[src/rtl/cache_mem_arbiter_if.sv]
// cache_mem_arbiter_if: bundles the cache-side request/fill signals and the
// main-memory bus seen by cache_mem_arbiter. The "master" modport is the
// arbiter's view (it masters the memory); "slave" is the environment's view
// (cache controllers plus main memory).
interface cache_mem_arbiter_if #(
    parameter int DATA_W    = 16,
    parameter int ADDR_W    = 16,
    parameter int BLK_WORDS = 8
);
    localparam int WCNT_W = $clog2(BLK_WORDS);

    // cache controller side
    logic              i_miss_req;
    logic [ADDR_W-1:0] i_miss_addr;
    logic              d_miss_req;
    logic [ADDR_W-1:0] d_miss_addr;
    logic              d_wr_req;
    logic [ADDR_W-1:0] d_wr_addr;
    logic [DATA_W-1:0] d_wr_data;
    logic              i_fill_we;
    logic              d_fill_we;
    logic [WCNT_W-1:0] fill_word;
    logic [DATA_W-1:0] fill_data;
    logic              i_fill_done;
    logic              d_fill_done;
    logic              d_wr_ack;
    // main memory side
    logic              mem_en;
    logic              mem_wr;
    logic [ADDR_W-1:0] mem_addr;
    logic [DATA_W-1:0] mem_wdata;
    logic [DATA_W-1:0] mem_rdata;
    logic              mem_rvalid;
    // status
    logic              busy;

    modport master (
        input  i_miss_req, i_miss_addr, d_miss_req, d_miss_addr,
        input  d_wr_req, d_wr_addr, d_wr_data, mem_rdata, mem_rvalid,
        output i_fill_we, d_fill_we, fill_word, fill_data,
        output i_fill_done, d_fill_done, d_wr_ack,
        output mem_en, mem_wr, mem_addr, mem_wdata, busy
    );

    modport slave (
        output i_miss_req, i_miss_addr, d_miss_req, d_miss_addr,
        output d_wr_req, d_wr_addr, d_wr_data, mem_rdata, mem_rvalid,
        input  i_fill_we, d_fill_we, fill_word, fill_data,
        input  i_fill_done, d_fill_done, d_wr_ack,
        input  mem_en, mem_wr, mem_addr, mem_wdata, busy
    );
endinterface

[src/rtl/cache_mem_arbiter.sv]
// cache_mem_arbiter: shares one pipelined, fixed-latency main memory between
// the I-cache miss path, the D-cache miss path and the D-cache write-through
// path. A miss is served as BLK_WORDS back-to-back word reads; returning words
// are steered to the granted cache. A write-through is a single memory write.
// Optional macro RR_ARB_EN: round-robin between the I side and the D side
// instead of the default fixed priority d_miss > d_wr > i_miss.
module cache_mem_arbiter #(
    parameter int DATA_W    = 16,
    parameter int ADDR_W    = 16,
    parameter int BLK_WORDS = 8
) (
    input  logic                clk,
    input  logic                rst,
    cache_mem_arbiter_if.master bus
);
    localparam int WCNT_W = $clog2(BLK_WORDS);
    // byte offset bits inside a block (word offset plus byte-in-word bit)
    localparam int OFF_W  = $clog2(BLK_WORDS * 2);
    localparam int BLK_W  = ADDR_W - OFF_W;
    localparam logic [WCNT_W:0]   C_BLK_CNT = (WCNT_W + 1)'(BLK_WORDS);
    localparam logic [WCNT_W-1:0] C_LAST_WD = WCNT_W'(BLK_WORDS - 1);

    typedef enum logic [1:0] {
        ST_IDLE  = 2'd0,
        ST_FILL  = 2'd1,
        ST_DONE  = 2'd2,
        ST_WRITE = 2'd3
    } state_t;

    state_t              r_state;
    state_t              w_next_state;
    logic [WCNT_W:0]     r_issue_cnt;
    logic [WCNT_W-1:0]   r_rcv_cnt;
    logic                r_grant_d;
    logic [BLK_W-1:0]    r_blk;
    logic [ADDR_W-1:0]   r_wr_addr;
    logic [DATA_W-1:0]   r_wr_data;

    logic w_d_side;
    logic w_pick_d;
    logic w_take_dmiss;
    logic w_take_dwr;
    logic w_take_imiss;
    logic w_issuing;
    logic w_last_rx;
    // block offset bits of the miss addresses are deliberately ignored
    logic w_unused_offsets;

    assign w_unused_offsets = ^{bus.i_miss_addr[OFF_W-1:0], bus.d_miss_addr[OFF_W-1:0]};

    assign w_d_side = bus.d_miss_req | bus.d_wr_req;

`ifdef RR_ARB_EN
    // 1 when the D side (miss or write) received the most recent grant
    logic r_last_d;
    assign w_pick_d = w_d_side & ~(bus.i_miss_req & r_last_d);
`else
    assign w_pick_d = w_d_side;
`endif

    assign w_take_dmiss = (r_state == ST_IDLE) & w_pick_d & bus.d_miss_req;
    assign w_take_dwr   = (r_state == ST_IDLE) & w_pick_d & ~bus.d_miss_req & bus.d_wr_req;
    assign w_take_imiss = (r_state == ST_IDLE) & ~w_pick_d & bus.i_miss_req;
    assign w_issuing    = (r_issue_cnt < C_BLK_CNT);
    assign w_last_rx    = bus.mem_rvalid & (r_rcv_cnt == C_LAST_WD);

    // State register
    always_ff @(posedge clk) begin
        if (rst) begin
            r_state <= ST_IDLE;
        end else begin
            r_state <= w_next_state;
        end
    end

    // Next-state decode: grant in IDLE, leave FILL after the last returned word
    always_comb begin
        w_next_state = r_state;
        case (r_state)
            ST_IDLE: begin
                if (w_take_dmiss | w_take_imiss) begin
                    w_next_state = ST_FILL;
                end else if (w_take_dwr) begin
                    w_next_state = ST_WRITE;
                end else begin
                    w_next_state = ST_IDLE;
                end
            end
            ST_FILL: begin
                if (w_last_rx) begin
                    w_next_state = ST_DONE;
                end else begin
                    w_next_state = ST_FILL;
                end
            end
            ST_DONE:  w_next_state = ST_IDLE;
            ST_WRITE: w_next_state = ST_IDLE;
            default:  w_next_state = ST_IDLE;
        endcase
    end

    // Grant latching, request latches and issue/receive word counters
    always_ff @(posedge clk) begin
        if (rst) begin
            r_issue_cnt <= '0;
            r_rcv_cnt   <= '0;
            r_grant_d   <= 1'b0;
            r_blk       <= '0;
            r_wr_addr   <= '0;
            r_wr_data   <= '0;
        end else begin
            case (r_state)
                ST_IDLE: begin
                    r_issue_cnt <= '0;
                    r_rcv_cnt   <= '0;
                    if (w_take_dmiss) begin
                        r_blk     <= bus.d_miss_addr[ADDR_W-1:OFF_W];
                        r_grant_d <= 1'b1;
                    end else if (w_take_dwr) begin
                        r_wr_addr <= bus.d_wr_addr;
                        r_wr_data <= bus.d_wr_data;
                        r_grant_d <= 1'b1;
                    end else if (w_take_imiss) begin
                        r_blk     <= bus.i_miss_addr[ADDR_W-1:OFF_W];
                        r_grant_d <= 1'b0;
                    end else begin
                        r_grant_d <= r_grant_d;
                    end
                end
                ST_FILL: begin
                    if (w_issuing) begin
                        r_issue_cnt <= r_issue_cnt + (WCNT_W + 1)'(1);
                    end
                    if (bus.mem_rvalid) begin
                        r_rcv_cnt <= r_rcv_cnt + WCNT_W'(1);
                    end
                end
                ST_DONE: begin
                    r_issue_cnt <= '0;
                    r_rcv_cnt   <= '0;
                    r_grant_d   <= 1'b0;
                end
                ST_WRITE: begin
                    r_grant_d <= 1'b0;
                end
                default: begin
                    r_issue_cnt <= '0;
                    r_rcv_cnt   <= '0;
                end
            endcase
        end
    end

`ifdef RR_ARB_EN
    // Remember which side was granted last so a tie goes to the other side
    always_ff @(posedge clk) begin
        if (rst) begin
            r_last_d <= 1'b0;
        end else if (w_take_dmiss | w_take_dwr) begin
            r_last_d <= 1'b1;
        end else if (w_take_imiss) begin
            r_last_d <= 1'b0;
        end else begin
            r_last_d <= r_last_d;
        end
    end
`endif

    // Output decode: memory commands, fill steering, completion pulses
    always_comb begin
        bus.mem_en      = 1'b0;
        bus.mem_wr      = 1'b0;
        bus.mem_addr    = '0;
        bus.mem_wdata   = '0;
        bus.i_fill_we   = 1'b0;
        bus.d_fill_we   = 1'b0;
        bus.fill_word   = '0;
        bus.fill_data   = '0;
        bus.i_fill_done = 1'b0;
        bus.d_fill_done = 1'b0;
        bus.d_wr_ack    = 1'b0;
        bus.busy        = (r_state != ST_IDLE);
        case (r_state)
            ST_FILL: begin
                if (w_issuing) begin
                    bus.mem_en   = 1'b1;
                    bus.mem_addr = {r_blk, r_issue_cnt[WCNT_W-1:0], 1'b0};
                end else begin
                    bus.mem_en   = 1'b0;
                end
                if (bus.mem_rvalid) begin
                    bus.d_fill_we = r_grant_d;
                    bus.i_fill_we = ~r_grant_d;
                    bus.fill_word = r_rcv_cnt;
                    bus.fill_data = bus.mem_rdata;
                end else begin
                    bus.fill_word = '0;
                end
            end
            ST_DONE: begin
                if (r_grant_d) begin
                    bus.d_fill_done = 1'b1;
                end else begin
                    bus.i_fill_done = 1'b1;
                end
            end
            ST_WRITE: begin
                bus.mem_en    = 1'b1;
                bus.mem_wr    = 1'b1;
                bus.mem_addr  = r_wr_addr;
                bus.mem_wdata = r_wr_data;
                bus.d_wr_ack  = 1'b1;
            end
            default: begin
                bus.mem_en = 1'b0;
            end
        endcase
    end
endmodule

[src/flat_wrapper.sv]
// flat-port wrapper written by rule: the top's interface ports become plain ports
module cache_mem_arbiter_flat 
#(
    parameter int DATA_W    = 16,
    parameter int ADDR_W    = 16,
    parameter int BLK_WORDS = 8
)
  (clk, rst, bus_i_miss_req, bus_i_miss_addr, bus_d_miss_req, bus_d_miss_addr, bus_d_wr_req, bus_d_wr_addr, bus_d_wr_data, bus_mem_rdata, bus_mem_rvalid, bus_i_fill_we, bus_d_fill_we, bus_fill_word, bus_fill_data, bus_i_fill_done, bus_d_fill_done, bus_d_wr_ack, bus_mem_en, bus_mem_wr, bus_mem_addr, bus_mem_wdata, bus_busy);
  cache_mem_arbiter_if #(.DATA_W(DATA_W), .ADDR_W(ADDR_W), .BLK_WORDS(BLK_WORDS)) bus_i ();
  input  logic clk;
  input  logic rst;
  input wire logic [$bits(bus_i.i_miss_req)-1:0] bus_i_miss_req;
  input wire logic [$bits(bus_i.i_miss_addr)-1:0] bus_i_miss_addr;
  input wire logic [$bits(bus_i.d_miss_req)-1:0] bus_d_miss_req;
  input wire logic [$bits(bus_i.d_miss_addr)-1:0] bus_d_miss_addr;
  input wire logic [$bits(bus_i.d_wr_req)-1:0] bus_d_wr_req;
  input wire logic [$bits(bus_i.d_wr_addr)-1:0] bus_d_wr_addr;
  input wire logic [$bits(bus_i.d_wr_data)-1:0] bus_d_wr_data;
  input wire logic [$bits(bus_i.mem_rdata)-1:0] bus_mem_rdata;
  input wire logic [$bits(bus_i.mem_rvalid)-1:0] bus_mem_rvalid;
  output wire logic [$bits(bus_i.i_fill_we)-1:0] bus_i_fill_we;
  output wire logic [$bits(bus_i.d_fill_we)-1:0] bus_d_fill_we;
  output wire logic [$bits(bus_i.fill_word)-1:0] bus_fill_word;
  output wire logic [$bits(bus_i.fill_data)-1:0] bus_fill_data;
  output wire logic [$bits(bus_i.i_fill_done)-1:0] bus_i_fill_done;
  output wire logic [$bits(bus_i.d_fill_done)-1:0] bus_d_fill_done;
  output wire logic [$bits(bus_i.d_wr_ack)-1:0] bus_d_wr_ack;
  output wire logic [$bits(bus_i.mem_en)-1:0] bus_mem_en;
  output wire logic [$bits(bus_i.mem_wr)-1:0] bus_mem_wr;
  output wire logic [$bits(bus_i.mem_addr)-1:0] bus_mem_addr;
  output wire logic [$bits(bus_i.mem_wdata)-1:0] bus_mem_wdata;
  output wire logic [$bits(bus_i.busy)-1:0] bus_busy;
  assign bus_i.i_miss_req = bus_i_miss_req;
  assign bus_i.i_miss_addr = bus_i_miss_addr;
  assign bus_i.d_miss_req = bus_d_miss_req;
  assign bus_i.d_miss_addr = bus_d_miss_addr;
  assign bus_i.d_wr_req = bus_d_wr_req;
  assign bus_i.d_wr_addr = bus_d_wr_addr;
  assign bus_i.d_wr_data = bus_d_wr_data;
  assign bus_i.mem_rdata = bus_mem_rdata;
  assign bus_i.mem_rvalid = bus_mem_rvalid;
  assign bus_i_fill_we = bus_i.i_fill_we;
  assign bus_d_fill_we = bus_i.d_fill_we;
  assign bus_fill_word = bus_i.fill_word;
  assign bus_fill_data = bus_i.fill_data;
  assign bus_i_fill_done = bus_i.i_fill_done;
  assign bus_d_fill_done = bus_i.d_fill_done;
  assign bus_d_wr_ack = bus_i.d_wr_ack;
  assign bus_mem_en = bus_i.mem_en;
  assign bus_mem_wr = bus_i.mem_wr;
  assign bus_mem_addr = bus_i.mem_addr;
  assign bus_mem_wdata = bus_i.mem_wdata;
  assign bus_busy = bus_i.busy;
  cache_mem_arbiter #(.DATA_W(DATA_W), .ADDR_W(ADDR_W), .BLK_WORDS(BLK_WORDS)) u_core (.clk(clk), .rst(rst), .bus(bus_i));
endmodule
[config.mk]
export PLATFORM = sky130hd
export DESIGN_NAME = cache_mem_arbiter_flat
export DESIGN_NICKNAME = d
export VERILOG_FILES = /design/src/rtl/cache_mem_arbiter_if.sv /design/src/rtl/cache_mem_arbiter.sv /design/src/flat_wrapper.sv
export SDC_FILE = /design/constraint.sdc
export NUM_CORES = 1
export LEC_CHECK = 0
export BUFFER_PORTS_ARGS = -buffer_cell sky130_fd_sc_hd__buf_4
export CAP_MARGIN = 20
export CORE_MARGIN = 5
export CORE_UTILIZATION = 49
export DETAILED_ROUTE_END_ITERATION = 8
export PLACE_DENSITY = 0.83
export SLEW_MARGIN = 20
export SYNTH_ARGS = -nofsm -noshare
export SYNTH_HDL_FRONTEND = slang
export SYNTH_SLANG_ARGS = --single-unit
[constraint.sdc]
create_clock -name clk -period 3.3 [get_ports clk]
set_input_delay 0 -clock clk [delete_from_list [all_inputs] [get_ports clk]]
set_output_delay 0 -clock clk [all_outputs]
set_load 0.1 [all_outputs]
# Word level (Yosys, flattened, before mapping)
# Cells that the tools add are included.
# word_totals
register_bits	54
input_bits	86
elab_cells	76
# op_classes
order_cmp	1
n_eq_ne	8
n_addsub	2
bitwise_logic	13
reduce_logical	12
n_mux	33
# ops
op	n
2-to-1 mux 16 bit	4
2-to-1 mux 12 bit	3
one-hot mux 16 bit (2 select lines)	1
2-to-1 mux 1 bit	13
2-to-1 mux 3 bit	3
one-hot mux 4 bit (2 select lines)	1
nonzero test 2 bit	4
bitwise AND 1 bit	7
2-to-1 mux 2 bit	3
one-hot mux 2 bit (3 select lines)	1
one-hot mux 3 bit (2 select lines)	1
AND reduction 2 bit	3
AND reduction 3 bit	2
adder 4 x 1 -> 4 bit, second input constant	1
== test 2 bit, second input constant	2
less-than comparator 4 bit, second input constant	1
2-to-1 mux 4 bit	1
!= test 2 x 1 -> 1 bit, second input constant	2
!= test 4 x 1 -> 1 bit, second input constant	1
NOT 1 bit	4
one-hot mux 1 bit (2 select lines)	2
OR reduction 2 bit	2
adder 3 x 1 -> 3 bit, second input constant	1
== test 3 bit, second input constant	1
other kinds (4)	5

# Logic depth before layout (Yosys ltp)
# logic_depth
word_depth	8
depth_mapped	6
depth_no_buf	5

# Worst setup path after synthesis
# Ideal clock, no wire load.
# synth_timing
path_type	flip-flop to output port
from	register u_core.r_state[0]
to	output port bus_mem_en
required_ns	3.300
path_slack_ns	0.423
stages_incl_launch_ff	4
t_arrival_ns	2.877
n_path_buf	2
cell_sequence	dfxtp_1 > buf_6 > clkbuf_1 > a21boi_0
# synth_between
elab_chain_len	2
# synth_rtl
element	line_no	source
start: declaration	cache_mem_arbiter.sv:30	state_t r_state;
start signal: assignment	cache_mem_arbiter.sv:72	r_state <= w_next_state;
== test 2 bit or == test 2 x 1 -> 1 bit (tied branches)	cache_mem_arbiter.sv:183	case (r_state)
one-hot mux 1 bit (2 select lines) (*)	cache_mem_arbiter.sv:183	
end: declaration	flat_wrapper.sv:28	output wire logic [$bits(bus_i.mem_en)-1:0] bus_mem_en;
# Mark *: on every way between the ends. The rest lies on a longest branch, timed or not.

# Final worst setup path
# layout_timing
from	register u_core.r_state[1]
to	output port bus_mem_addr[5]
# layout_between
elab_chain_len	2
# layout_rtl
element	line_no	source
== test 2 bit or == test 2 x 1 -> 1 bit (tied branches)	cache_mem_arbiter.sv:183	
one-hot mux 16 bit (2 select lines) (*)	cache_mem_arbiter.sv:183	
end: declaration	flat_wrapper.sv:30	output wire logic [$bits(bus_i.mem_addr)-1:0] bus_mem_addr;
# Marked as above.

==> impl_metrics.tcl <==
set metrics [dict create \
    status "complete, no violations" \
    synth_top_family_by_area "simple AND/OR/NAND/NOR gates" \
    dr_total_vias 3056 \
    synth_top_area_share_pct 39.0 \
    critical_path_arrival_ns 2.21 \
    synth_cell_type_count 39 \
    yosys.area_share.adder_pct 1.35 \
    synth_compound_area_share_pct 20.8 \
    synth_area_leaders "dfxtp_1 39%, nand2_1 7.8%, a21oi_1 6.5%" \
    worst_pin_slew_ns 1.00 \
    start_kind "register" \
    synth-simple-area-share_pct 30.0 \
    wire_per_inst_um 15.5 \
    clock-sinks 54 \
    synth_most_common_cell "nand2_1" \
    dp_hpwl_um 5830 \
    netlist_area_um2 2770 \
    ys_seq_area_share_pct 39.0 \
    hold_viol_final 0 \
    grt_remaining_overflow 0 \
    max_slew_margin_pct 33.2 \
    cts_resized 0 \
    drive_above_1_share_pct 34.4 \
    viasPerCell 5.31 \
    clockBufferDepth 2 \
    fin_crit_ns 2.21 \
    placeableCoreArea_um2 5510 \
    synthXorXnorAreaFrac_pct 0.631 \
    start_util_pct 50.4 \
    ir_drop_v 0.000229 \
    synth_top_area_cell "dfxtp_1" \
    hold_class "in2reg" \
    critPathKind "reg2out" \
    die_h_um 85.2 \
    die_x_um 85.2 \
    power.density_nw_per_um2 376 \
    crit_required_ns 3.30 \
    area_growth_pct 55.2 \
    endpoint_kind "output port" \
    yosysWarnings 0 \
    routed_wl_um 8940 \
    final_cell_area_um2 4310 \
    finalSetupViolations 0 \
    fin_util_pct 78.2 \
    die_area_um2 7270 \
    num_rows 27 \
    fin_nets 591 \
    final.setup_skew_ns 0.00730 \
    num_antenna_cells 0 \
    htreeDepth 2 \
    clk_latency_ns 0.31 \
    dr.pass1.iters 5 \
    fmax_ghz 0.453 \
    dr.first_iter.drc_count 178 \
    slew_viol_final 0 \
    cts_tree "yes" \
    synth-edff-count 0 \
    tns_ns 0 \
    gp_congestion 0.791 \
    drv_cap 0 \
    async_reset_ff_share_pct 0 \
    antenna_found_initial 0 \
    ys_top_cells_by_count "58 x nand2_1, 54 x dfxtp_1, 36 x a21oi_1" \
    grt_util_all_layers_pct 24.0 \
    grt_pass1_wl_um 14300 \
    place.port_buffers 136 \
    cts_made_buffers 5 \
    grt_pass1_vias 3068 \
    fin_crit_sh_pct 67.0 \
    synth_seq_cells 54 \
    rsz0062_at_grt "false" \
    cts_root_buf "clkbuf_8" \
    leakage_nw 1.99 \
    grt_max_degree 52 \
    placed_area_um2 3750 \
    drc_errors 0 \
    critPathMaxFanout 17 \
    holdWs_ns 0.0304 \
    fin_total_pwr_mw 1.62 \
    syn_area_per_cell_um2 8.09 \
    synth_mux_area_share_pct 0 \
    path_clk_slew_ns 0.10 \
    ios 145 \
    ys.flop_type "dfxtp_1" \
    synthCells 343 \
    postSynthNetCount 432 \
    ant_nets 0 \
]
[sequential cells by signal (all words and copies together), names as in the netlist]
| signal | flops |
|---|---|
| u_core.r_rcv_cnt | 3 |
| u_core.r_blk | 12 |
| u_core.r_wr_addr | 16 |
| u_core.r_issue_cnt | 4 |
| u_core.r_wr_data | 16 |
| u_core.r_grant_d | 1 |
| u_core.r_state | 2 |
[power breakdown]
part | switching (mW) | total (mW) | leakage [nW] | internal, mW
clock network | 0.215 | 0.442 | 0.0514 | 0.227
registers | 0.0223 | 0.706 | 0.441 | 0.684
logic | 0.286 | 0.470 | 1.50 | 0.184
[cells in the final DEF (no fill, tap or decap), drive strengths merged, types with 2 or more instances in the layout]
cell and count:
a21oi 37, a22o 15, a31oi 12, and2 21, and3 17, buf 141, clkbuf 6, dfxtp 54
dlygate4sd3 44, ha 3, inv 14, nand2 67, nand2b 2, nand3 4, nor2 6, nor2b 2
nor3 3, nor3b 2, o2111a 12, or2 12, or3 13, xnor2 2
[path summary, 6_finish.rpt]
check / endpoint / slack, ns / start / cells after the start
setup / recovery: bus_mem_addr[5] / 1.09 / u_core.r_state[1]$_SDFF_PP0_ / 3
hold / removal: u_core.r_state[0]$_SDFF_PP0_ / 0.03 / bus_i_miss_req / 3
setup reg to reg: u_core.r_blk[2]$_SDFFE_PP0P_ / 1.41 / u_core.r_state[0]$_SDFF_PP0_ / 5
hold reg to reg: u_core.r_wr_data[15]$_SDFFE_PP0P_ / 0.46 / u_core.r_wr_data[15]$_SDFFE_PP0P_ / 2
[routing by layer]
metal,vias to the layer above,GRT usage (%),part of all wire (%)
met3,17,6.41,8.8
met1,1403,26.5,37
li1,1499,-,-
met2,137,44.8,52
met4,0,6.62,1.8
met5,-,0,0
[layout make-up]
cell class / count / area, um^2
sequential: 54 / 1080
clock buffer: 6 / 72.6
fill: 409 / 1200
timing repair buffer: 185 / 1500
inverter: 14 / 52.6
tap: 72 / 90.1
clock inverter: 2 / 37.5
multi-input combinational: 242 / 1470
[cell families after synthesis]
logic type	after synthesis
xor+xnor	2
fa+ha+maj	3
buf+inv	47
compound gates	82
simple gates	155
flops	54
[worst max-delay path: stages (launching register included)]
cell	delay (ns)
dfxtp_1	0.47
and2_0	0.83
a22o_1	0.30
buf_4	0.30
[stage by stage]
step | cells | worst slack, ns
finish | 575 | 1.09
CTS | 575 | 1.13
global route | 575 | 0.905
global placement | 523 | 1.51
floorplan | 343 | 0.423
detailed placement | 523 | 1.48
[what timing repair did]
action / 4_1_cts / 5_1_grt
hold endpoints to repair: 44 / 0
buffers inserted: 0 / 0
hold buffers: 44 / 0
(Power assumes the default switching activity.)
